<file path="src/rtl/mem_arbiter.sv">
// mem_arbiter: serialises one queued data access and one queued instruction fetch
// onto a single req/ack word memory port, returning read words to MDR and bytes to MBR.
module mem_arbiter #(
   parameter int ADDR_W = 16
) (
   input  logic              clk,
   input  logic              rst,
   input  logic              rd,
   input  logic              wr,
   input  logic              fetch,
   input  logic [31:0]       MAR,
   input  logic [31:0]       MDR,
   input  logic [31:0]       PC,
   output logic              stall,
   output logic [31:0]       mdr_in,
   output logic              mdr_load,
   output logic [7:0]        mbr_in,
   output logic              mbr_load,
   output logic              mem_req,
   output logic              mem_we,
   output logic [ADDR_W-1:0] mem_addr,
   output logic [31:0]       mem_wdata,
   input  logic [31:0]       mem_rdata,
   input  logic              mem_ack
);
   typedef enum logic [1:0] {IDLE, DATA, FETCH} state_t;
   state_t            state_q;
   logic              d_busy_q, d_we_q, f_busy_q, last_f_q;
   logic [ADDR_W-1:0] d_addr_q, f_addr_q;
   logic [31:0]       d_wdata_q;
   logic [1:0]        f_lane_q;
   logic              mem_req_q, mem_we_q, mdr_load_q, mbr_load_q;
   logic [ADDR_W-1:0] mem_addr_q;
   logic [31:0]       mem_wdata_q, mdr_in_q;
   logic [7:0]        mbr_in_q;
   logic              d_acc, f_acc, d_done, f_done, d_wait, f_wait, can_launch, go_d, go_f;
   logic              d_we_sel;
   logic [ADDR_W-1:0] d_addr_sel, f_addr_sel;
   logic [31:0]       d_wdata_sel;
   logic              unused;

   assign unused = ^{MAR[31:ADDR_W], PC[31:ADDR_W+2]};

   assign stall  = ((rd | wr) & d_busy_q) | (fetch & f_busy_q);
   assign d_acc  = (rd | wr) & ~stall;
   assign f_acc  = fetch & ~stall;
   assign d_done = (state_q == DATA) & mem_ack;
   assign f_done = (state_q == FETCH) & mem_ack;
   // a slot "waits" when it holds a request that is not the one currently on the port
   assign d_wait = (d_busy_q & (state_q != DATA)) | d_acc;
   assign f_wait = (f_busy_q & (state_q != FETCH)) | f_acc;
   assign can_launch = (state_q == IDLE) | d_done | f_done;
   assign go_d = can_launch & d_wait & (~f_wait | last_f_q | (d_acc & f_acc));
   assign go_f = can_launch & f_wait & ~go_d;

   assign d_we_sel    = d_acc ? wr : d_we_q;
   assign d_addr_sel  = d_acc ? MAR[ADDR_W-1:0] : d_addr_q;
   assign d_wdata_sel = d_acc ? MDR : d_wdata_q;
   assign f_addr_sel  = f_acc ? PC[ADDR_W+1:2] : f_addr_q;

   always_ff @(posedge clk or negedge rst) begin
      if (!rst) begin
         state_q     <= IDLE;
         last_f_q    <= 1'b1;
         d_busy_q    <= 1'b0;
         d_we_q      <= 1'b0;
         d_addr_q    <= '0;
         d_wdata_q   <= '0;
         f_busy_q    <= 1'b0;
         f_addr_q    <= '0;
         f_lane_q    <= '0;
         mem_req_q   <= 1'b0;
         mem_we_q    <= 1'b0;
         mem_addr_q  <= '0;
         mem_wdata_q <= '0;
         mdr_in_q    <= '0;
         mdr_load_q  <= 1'b0;
         mbr_in_q    <= '0;
         mbr_load_q  <= 1'b0;
      end else begin
         mdr_load_q <= d_done & ~d_we_q;
         mbr_load_q <= f_done;
         if (d_done & ~d_we_q) mdr_in_q <= mem_rdata;
         if (f_done) mbr_in_q <= mem_rdata[{f_lane_q, 3'b000} +: 8];
         if (d_acc) begin
            d_we_q    <= wr;
            d_addr_q  <= MAR[ADDR_W-1:0];
            d_wdata_q <= MDR;
         end
         if (f_acc) begin
            f_addr_q <= PC[ADDR_W+1:2];
            f_lane_q <= PC[1:0];
         end
         d_busy_q <= d_acc | (d_busy_q & ~d_done);
         f_busy_q <= f_acc | (f_busy_q & ~f_done);
         if (go_d) begin
            state_q     <= DATA;
            last_f_q    <= 1'b0;
            mem_req_q   <= 1'b1;
            mem_we_q    <= d_we_sel;
            mem_addr_q  <= d_addr_sel;
            mem_wdata_q <= d_wdata_sel;
         end else if (go_f) begin
            state_q    <= FETCH;
            last_f_q   <= 1'b1;
            mem_req_q  <= 1'b1;
            mem_we_q   <= 1'b0;
            mem_addr_q <= f_addr_sel;
         end else if (d_done | f_done) begin
            state_q   <= IDLE;
            mem_req_q <= 1'b0;
            mem_we_q  <= 1'b0;
         end
      end
   end

   assign mem_req   = mem_req_q;
   assign mem_we    = mem_we_q;
   assign mem_addr  = mem_addr_q;
   assign mem_wdata = mem_wdata_q;
   assign mdr_in    = mdr_in_q;
   assign mdr_load  = mdr_load_q;
   assign mbr_in    = mbr_in_q;
   assign mbr_load  = mbr_load_q;
endmodule

</file>
<file path="config.mk">
export PLATFORM = sky130hd
export DESIGN_NAME = mem_arbiter
export DESIGN_NICKNAME = d
export VERILOG_FILES = /design/src/rtl/mem_arbiter.sv
export SDC_FILE = /design/constraint.sdc
export NUM_CORES = 1
export LEC_CHECK = 0
export ABC_AREA = 0
export BUFFER_PORTS_ARGS = -buffer_cell sky130_fd_sc_hd__buf_2
export CAP_MARGIN = 25
export CORE_ASPECT_RATIO = 1.25
export CORE_MARGIN = 10
export CORE_UTILIZATION = 38
export DETAILED_ROUTE_END_ITERATION = 10
export MAX_ROUTING_LAYER = met4
export SYNTH_ARGS = -nofsm -noshare
export SYNTH_HDL_FRONTEND = slang
export SYNTH_SLANG_ARGS = --single-unit
</file>
<file path="constraint.sdc">
create_clock -name clk -period 3.9 [get_ports clk]
set_input_delay 0.195 -clock clk [delete_from_list [all_inputs] [get_ports clk]]
set_output_delay 0.195 -clock clk [all_outputs]
set_load 0.03 [all_outputs]
</file>
Word level (Yosys, flattened, before mapping)
Cells that the tools add are included.
Cells by class
  bitwise operators: 33
  reduce and logical (&&, ||, !) cells: 3
  shift operators: 1
  mux-type cells: 16
  eq/ne operators: 4
Operators by type and width (count)
  two-way mux 16 bit: 4
  two-way mux 32 bit: 1
  variable part select 32 x 6 -> 8 bit: 1
  bitwise AND 1 bit: 16
  OR 1 bit: 11
  two-way mux 1 bit: 8
  two-way mux 2 bit: 3
  NOT 1 bit: 6
  nonzero test 3 bit: 1
  == test 2 x 1 -> 1 bit (second input constant): 1
  == test 2 bit (second input constant): 1
  zero test 2 bit: 1
  != test 2 x 1 -> 1 bit (second input constant): 1
  != test 2 bit (second input constant): 1
  nonzero test 2 bit: 1
Word-level totals
  output and inout port bits: 93
  bits in registers: 164
  logic and storage cells: 74

Logic depth before layout (Yosys ltp)
Gate-level depths: netlist of the first run.
  depth after elaboration: 14
  mapped depth: 9
  depth with buffers taken out: 5

Least setup slack after synthesis of the first run
No wires, ideal clock.
  path type: reg-to-reg
  start point: reg f_busy_q
  end point: reg mem_addr_q[2], in the netlist mem_addr[2]
  path buffers: 3
  stages on the path, launching flop included: 9
  setup slack: 2074 ps
  arrival time: 1708 ps
  cell sequence: dfrtp_1 > buf_6 > a2bb2oi_2 > and2b_1 > buf_6 > buf_6 > mux2_4 > a22o_1 > a21o_1
Between the ends
  elaborated cells on any way between the ends: 22
RTL lines
  start: declaration: line 28  | logic d_busy_q, d_we_q, f_busy_q, last_f_q;
  start signal: assignment: line 95  | f_busy_q <= f_acc | (f_busy_q & ~f_done);
  bitwise AND 1 bit: line 44  | assign stall = ((rd | wr) & d_busy_q) | (fetch & f_busy_q);
  OR 1 bit: line 44
  NOT 1 bit: line 45  | assign d_acc = (rd | wr) & ~stall;
  bitwise AND 1 bit: line 45
  two-way mux 16 bit: line 57  | assign d_addr_sel = d_acc ? MAR[ADDR_W-1:0] : d_addr_q;
  named net d_addr_sel[2]: line 38  | logic [ADDR_W-1:0] d_addr_sel, f_addr_sel;
  two-way mux 16 bit: line 96  | if (go_d) begin
  end signal: assignment: line 101  | mem_addr_q <= d_addr_sel;
  end signal: assignment: line 108  | mem_addr_q <= f_addr_sel;
  end: declaration: line 33  | logic [ADDR_W-1:0] mem_addr_q;
The timed path passes the listed nets, and every way through them passes these cells. The select of a mux whose other input is x is not followed.
A chain may end at the register's enable or synchronous reset.

Worst setup path in the final report of the first run
  start point: reg f_busy_q
  end point: reg mem_we_q, in the netlist mem_we
Between the ends
  elaborated cells on any way between the ends: 21
RTL lines
  bitwise AND 1 bit: line 44
  OR 1 bit: line 44
  NOT 1 bit: line 45
  bitwise AND 1 bit: line 45
  two-way mux 1 bit: line 56  | assign d_we_sel = d_acc ? wr : d_we_q;
  named net d_we_sel: line 37  | logic d_we_sel;
  two-way mux 1 bit: line 96
  end signal: assignment: line 100  | mem_we_q <= d_we_sel;
  end: declaration: line 32  | logic mem_req_q, mem_we_q, mdr_load_q, mbr_load_q;
The timed path passes the listed nets, and every way through them passes these cells.

==> run metrics, run 1 <==
status completed; register share of total power 0.352; RSZ-0062 raised after global routing no; Worst Clk Skew 0.00869 ns; TritonCTS Buffers 17; first-pass GRT wire length 27.1 mm; relative slew slack 0.352; Yosys top cell by area dfrtp_1; power per cell area roughly 1000 nW/um^2; Internal 5.09 mW; layout cells sized above 1 0.514; Top FF cell, synth dfrtp_1; HPWL Detailed 12.2 mm; fin nets 823; most frequent cells in the layout buf_2, dfrtp_1, nand2_1, mux2_2, a21o_1; hold_buf cts 13; Final Cycle Share 0.701; vias per cell 4.84; die span in x 138 um; core area 17,300 sq um; Worst-Skew Late Latency 0.42 ns; GRT Total Usage 0.151; logic gate share of total power 0.449; largest net degree at the start of global routing 108; Final Util 0.495; antenna violations before repair 3; WL final 17.1 mm; Post-Place Cell Area 7790 sq um; post-synthesis net count 613; Rows 54; Layout area overhead 28.7%; IO Port Bufs between 150 and 200; Yosys cell types 33; Initial Utilization 0.384; Die H 168 um; Finished Layout Cells 929; setup bufs post-CTS 0; die area between 20,000 and 25,000 sq um; Initial DRC Count between 200 and 250; post-route cell area 8560 sq um; average size of a mapped cell 13.9 sq um; clock sinks 164; area of the mapped netlist 6650 sq um; post-layout min period 2.73 ns; CTS resizes 0; worst-path maximum fanout 28; # DRC 0; NetSw 3.43 mW; htree depth 4; Synth async-reset ratio 1.00; data required time of the critical path 4.21 ns; Cell Count Post-Placement 880; Clk pwr share 0.199; CP arrival 3.04 ns; slew of the pin with the lowest slew margin 0.972 ns; Final Slew Violations 0; Final setup viols 0; final hold violation count 0; Hold WC Path Type in2reg; top-area cell type share of the netlist area 0.613; crit end category flip-flop; grt ovf 0; VDD IR-drop max about 0.37 mV; Final Hold Slack 0.0233 ns; Via Count 4,500; CTS Buffer Depth 2; Yosys reg bits 164; WL per Instance 18.4 um; Synth area leaders dfrtp_1, mux2_2, nand2_1, mux2_4, mux4_2; CTS root buffer clkbuf_16; Final ANT Viol Nets 0; RD Place Congestion 0.783; EDFF count, synth 0; Switching Fraction 0.403; P_leak ~4.3 nW; I/O pins 227; fmax approximately 370 MHz; TritonCTS clock tree yes; FF+latch area 4110 sq um; vias in the first global route 4,997; setup tns final 0 ns; critical path type reg2reg; most common cell after layout, fill and taps aside buf_2; register area share after synthesis 0.617; Reg clk slew, reported paths 0.07 ns; Multi-input gate area 2350 sq um; Fillers 1,578; synthesized instance count 479; yosys warns 0; Worst setup SP type flip-flop; Detailed Routing Iterations Pass 1 4; Max Cap Viol 0
## critical path: stages, from the launching register on
cell and delay, ns:
dfrtp_1 0.47, a2bb2oi_2 0.24, and2b_2 0.82, buf_4 0.47
mux2_2 0.40, a32o_1 0.20
## power groups by stage
stage | logic, mW | registers (mW) | clock network, mW
6_report | 3.83 | 3.00 | 1.70
2_1_floorplan | 2.03 | 3.82 | 0
3_3_place_gp | 3.77 | 2.99 | 0
5_1_grt | 4.13 | 3.12 | 1.83
3_5_place_dp | 3.87 | 3.04 | 0
4_1_cts | 3.89 | 3.01 | 1.74
## logic make-up after synthesis
| kind of cell | synth area share |
|---|---|
| compound gates | 0.0638 |
| mux | 0.212 |
| simple gates | 0.0745 |
| xor+xnor | 0.00132 |
| flops | 0.617 |
| buf+inv | 0.0307 |
## final cells by class
class | instances | share of cell area
Tap cell | 224 | 0.0327
Inverter | 4 | 0.00175
Sequential cell | 164 | 0.480
Antenna cell | 3 | 0.000877
Multi-Input combinational cell | 285 | 0.275
Clock inverter | 15 | 0.0208
Timing Repair Buffer | 217 | 0.140
Clock buffer | 17 | 0.0497
## per-stage QoR
stage | worst slack (ns) | power [mW]
finish | 1.17 | 8.53
CTS | 1.11 | 8.65
global route | 0.992 | 9.07
global placement | 1.20 | 6.76
detailed placement | 1.13 | 6.91
floorplan | 2.07 | 5.85
## path summary, 6_finish.rpt
kind / endpoint / start / cells after the start / slack [ns]
worst max-delay path: mem_we / f_busy_q / 5 / 1.17
worst min register to register: mem_wdata[25] / mem_wdata[25] / 2 / 0.47
min in group asynchronous: mem_wdata[6] / rst / 2 / 0.16
max in group asynchronous: mem_addr[10] / rst / 4 / 2.64
worst min-delay path: d_wdata_q[18] / MDR[18] / 2 / 0.02
worst max register to register: mem_we / f_busy_q / 5 / 1.17
## cell usage after synthesis, drive strengths merged, types with 2 or more instances
| master | number |
|---|---|
| a21o | 19 |
| nor2 | 4 |
| o21ai | 3 |
| a22o | 16 |
| mux4 | 8 |
| nand3b | 2 |
| a21oi | 3 |
| nand2 | 112 |
| buf | 25 |
| dfrtp | 163 |
| mux2 | 105 |
| inv | 4 |
## layer usage
layer / GRT usage / wire length (um)
met1: 0.165 / 7010
met2: 0.260 / 9080
met3: 0.0414 / 710
met4: 0.0546 / 263
met5: - / 0
## registers in the layout, indices dropped and copies added (netlist names)
signal	cells
d_addr_q	16
d_busy_q	1
d_wdata_q	32
d_we_q	1
f_addr_q	16
f_busy_q	1
f_lane_q	2
last_f_q	1
mbr_in	8
mbr_load	1
mdr_in	32
mdr_load	1
mem_addr	16
mem_req	1
mem_wdata	32
mem_we	1
state_q	2
Power figures use the tool's default switching activity.
==> inputs of run 2 (changes only) <==
Settings changed: PLACE_DENSITY set to 0.66.
Clock period 3.9 ns to 2.4 ns, I/O delays scaled along.
==> run metrics, run 2 (same netlist as run 1, synthesis figures left out) <==
Max Cap Viol 0; Power Total 14.2 mW; die area 23,200 sq um; critical path's top delay family compound AO/OA/AOI/OAI gates; Worst setup SP type flip-flop; CTS resizes 0; met3 Track Usage GR 0.0431; R2R setup slack 0.37 ns; layout cells sized above 1 0.463; WHS Endpoint d_we_q; Post-Place Cell Area between 7000 and 8000 sq um; CP arrival between 2 and 2.5 ns; HPWL Detailed 12.1 mm; data required time of the critical path 2.71 ns; Layout area overhead 43.3%; vias per cell 4.74; hold_buf cts 99; Final Slew Violations 0; gr busiest metal met2; WL per Instance 17.2 um; VDD IR-drop max 0.761 mV; Final setup viols 0; Worst-Skew Late Latency approximately 0.4 ns; Fillers between 1,000 and 1,500; status completed; post-layout min period around 2.0 ns; Hold WC Path Type in2reg; largest net degree at the start of global routing 65; routing usage on met1 0.173; Clk pwr share 0.204; met2 Usage GRT 0.263; Internal 8.61 mW; Worst Clk Skew 0.0100 ns; fmax 493 MHz; TritonCTS Buffers 17; first-pass GRT wire length slightly below 30 mm; setup tns final 0 ns; vias in the first global route 5,532; power per cell area 1490 nW/um^2; reg-to-reg endpoint mem_addr[15]; Multi-input gate area 2350 sq um; clock sinks 164; core area approximately 17,000 sq um; WL final 17.5 mm; critical path type reg2reg; WP buf/inv 1; register share of total power 0.342; r2r worst-path depth 6; die span in x between 100 and 150 um; Rows 54; # DRC 0; relative slew slack 0.598; setup bufs post-CTS 0; Initial Utilization 0.384; most frequent cells in the layout buf_2, dfrtp_1, nand2_1, dlygate4sd3_1, mux2_2; FF+latch area between 4000 and 5000 sq um; Initial DRC Count approximately 230; CTS Buffer Depth 2; Via Count between 4,000 and 5,000; final hold violation count 0; Crit-path slowest cell dfrtp_1; worst-path maximum fanout 16; Final ANT Viol Nets 0; logic gate share of total power 0.454; TritonCTS clock tree yes; Hold Path Origin wr; RSZ-0062 raised after global routing no; CTS root buffer clkbuf_16; crit-path cells a2bb2oi_2 -> and2b_2 -> buf_12 -> mux2_2 -> a22o_1 -> a21o_1; reg2reg start f_busy_q; Switching Fraction 0.395; I/O pins 227; Die H 168 um; crit-path max cell delay roughly 0.40 ns; Reg clk slew, reported paths roughly 0.070 ns; post-route cell area about 9500 sq um; Worst Hold Path Cells 2; GRT Total Usage 0.155; NetSw 5.63 mW; most common cell after layout, fill and taps aside buf_2; antenna violations before repair 1; Detailed Routing Iterations Pass 1 6; IO Port Bufs 196; htree depth 4; P_leak between 4 and 5 nW; crit end category flip-flop; grt ovf 0; Final Cycle Share 0.845; fin nets slightly above 900; slew of the pin with the lowest slew margin 0.603 ns; RD Place Congestion 0.791
[run 2: cell count changes in the layout (fill, tap and decap cells not counted), sizes merged]
cell / delta
buf: +7
bufinv: +1
clkbuf: +1
clkinv: +1
clkinvlp: -3
diode: -1
dlygate4sd3: +86
[run 2: power groups by stage]
stage          Clock (mW)  Combinational [mW]  Sequential (mW)
6_report             2.90                6.47             4.87
2_1_floorplan           0                3.30             6.20
3_3_place_gp            0                6.22             4.85
3_5_place_dp            0                6.40             4.92
4_1_cts              2.98                6.53             4.89
5_1_grt              3.10                6.98             5.05
[run 2: per-stage QoR]
| step | instances | hold WS, ns | worst slack, ns | util |
|---|---|---|---|---|
| after global placement | 888 | 0.138 | 0.458 | 0.456 |
| after floorplan | 479 | -0.176 | 0.574 | - |
| after detailed placement | 888 | 0.155 | 0.380 | 0.456 |
| final | 1021 | 0.0535 | 0.373 | 0.551 |
| after CTS | 1019 | 0.0312 | 0.372 | 0.550 |
| after global routing | 1021 | 0.0371 | 0.298 | 0.551 |
[run 2: per-layer routing]
metal  share of wire  vias to the layer above
li1                -                     2258
met4           0.020                        0
met2            0.52                      142
met1            0.41                     2415
met5               0                        -
met3           0.052                       25
[run 2: layout make-up]
type,count,share of cell area
repair buffers,310,0.223
well taps,224,0.0294
multi-input cells,285,0.247
diodes,2,0.000525
inverters,4,0.00158
flip-flops and latches,164,0.431
clock inverters,14,0.0209
clock buffers,18,0.0461
[run 2: how the worst max path moves through the flow]
stage	slack, ns	depth (start not counted)	from	end
6_report	0.37	6	f_busy_q	mem_addr[15]
5_1_grt	0.30	6	f_busy_q	mem_addr[1]
4_1_cts	0.37	5	d_busy_q	mem_addr[1]
3_5_place_dp	0.38	5	d_busy_q	mem_addr[1]
3_3_place_gp	0.46	5	d_busy_q	mem_addr[5]
2_1_floorplan	0.57	8	f_busy_q	mem_addr[2]
==> inputs of run 3 (changes only) <==
Settings changed: PLACE_DENSITY 0.66 to unset.
Clock period 2.4 ns to 1.9 ns, I/O delays scaled along.
==> run metrics, run 3 (same netlist as run 1, synthesis figures left out) <==
# DRC 0; die span in x between 100 and 150 um; WL per Instance between 15 and 20 um; Power Total 17.8 mW; Final Slew Violations 0; Multi-input gate area between 2000 and 2500 sq um; Cell Count Post-Placement 897; most common cell after layout, fill and taps aside buf_2; Die H 168 um; power per cell area 1850 nW/um^2; htree depth 4; fin nets 927; VDD IR-drop max 1.09 mV; TritonCTS Buffers 17; Post-Place Cell Area 8060 sq um; worst-path maximum fanout 8; Final setup viols 0; Reg clk slew, reported paths 0.06 ns; Final Util 0.556; Worst setup SP type flip-flop; Initial DRC Count roughly 260; setup tns final 0 ns; vias in the first global route about 5,500; vias per cell 4.75; Max Cap Viol 0; CTS root buffer clkbuf_16; Rows 54; RSZ-0062 raised after global routing no; Detailed Routing Iterations Pass 1 4; layout cells sized above 1 0.464; Final Hold Slack around 0.033 ns; final worst slack 0.0958 ns; GRT Total Usage 0.158; core area 17,300 sq um; I/O pins 227; status completed; Via Count between 4,000 and 5,000; setup bufs post-CTS 0; largest net degree at the start of global routing 56; Worst Clk Skew about 0.013 ns; crit-path cells a2bb2oi_2 -> and2b_4 -> buf_12 -> mux2_2 -> a22o_1 -> a21o_1; Fillers approximately 1,400; Worst-Skew Late Latency 0.42 ns; critical path type reg2reg; Crit-path slowest cell dfrtp_1; crit end category flip-flop; Final Cycle Share 0.950; grt ovf 0; crit-path max cell delay between 0.4 and 0.5 ns; Hold WC Path Type in2reg; HPWL Detailed 12.6 mm; relative slew slack 0.635; P_leak 4.74 nW; first-pass GRT wire length 28.9 mm; IO Port Bufs 196; data required time of the critical path about 2.2 ns; slew of the pin with the lowest slew margin between 0.5 and 0.6 ns; WL final 18.0 mm; die area around 23,000 sq um; clock sinks about 160; pre-CTS setup slack 0.0668 ns; RD Place Congestion 0.786; Final ANT Viol Nets 0; post-route cell area 9620 sq um; fmax about 550 MHz; FF+latch area 4110 sq um; CTS Buffer Depth 2; Initial Utilization 0.384; Finished Layout Cells slightly above 1,000; post-layout min period approximately 1.8 ns; Layout area overhead 44.7%; CP arrival 2.12 ns; final hold violation count 0; antenna violations before repair 1; TritonCTS clock tree yes; most frequent cells in the layout buf_2, dfrtp_1, nand2_1, dlygate4sd3_1, mux2_2
==> run 3: power breakdown <==
part | switching, mW | internal [mW] | total [mW]
Clock | 1.33 | 1.77 | 3.10
Combinational | 4.97 | 3.64 | 8.61
Sequential | 0.802 | 5.29 | 6.09
Total | 7.10 | 10.7 | 17.8
==> run 3: worst paths after layout <==
path | startpoint | to | slack (ns) | depth (start not counted)
min in group asynchronous | rst | mem_wdata[2] | 0.21 | 2
hold / removal | mem_ack | mem_req | 0.03 | 4
hold reg to reg | mem_wdata[8] | mem_wdata[8] | 0.47 | 2
setup reg to reg | f_busy_q | mem_addr[0] | 0.1 | 6
max in group asynchronous | rst | mem_wdata[14] | 1.02 | 3
setup / recovery | f_busy_q | mem_addr[0] | 0.1 | 6
==> run 3: final cells by class <==
cell class,instances,area share
inverter,4,0.00156
antenna,1,0.000260
tap,224,0.0291
clock buffer,24,0.0501
timing repair buffer,321,0.242
sequential,164,0.427
clock inverter,8,0.00572
multi-input combinational,285,0.244
==> run 3: layer usage <==
layer / GRT usage / vias up / wire length (um)
met4: 0.0716 / 0 / 512
met2: 0.269 / 143 / 9540
li1: - / 2285 / -
met5: - / - / 0
met1: 0.173 / 2435 / 7220
met3: 0.0383 / 31 / 769
==> run 3: what timing repair did <==
item,4_1_cts,5_1_grt
gates resized for setup,0,2
hold buffers,100,0
setup endpoints to repair,0,9
endpoints found under the hold margin,156,0
==> run 3: worst max-delay path: cells and delay by family (launching register included) <==
kind | cells | cell delay (ns)
compound gates | 3 | 0.51
flops | 1 | 0.41
mux | 1 | 0.35
simple gates | 1 | 0.26
buf+inv | 1 | 0.16
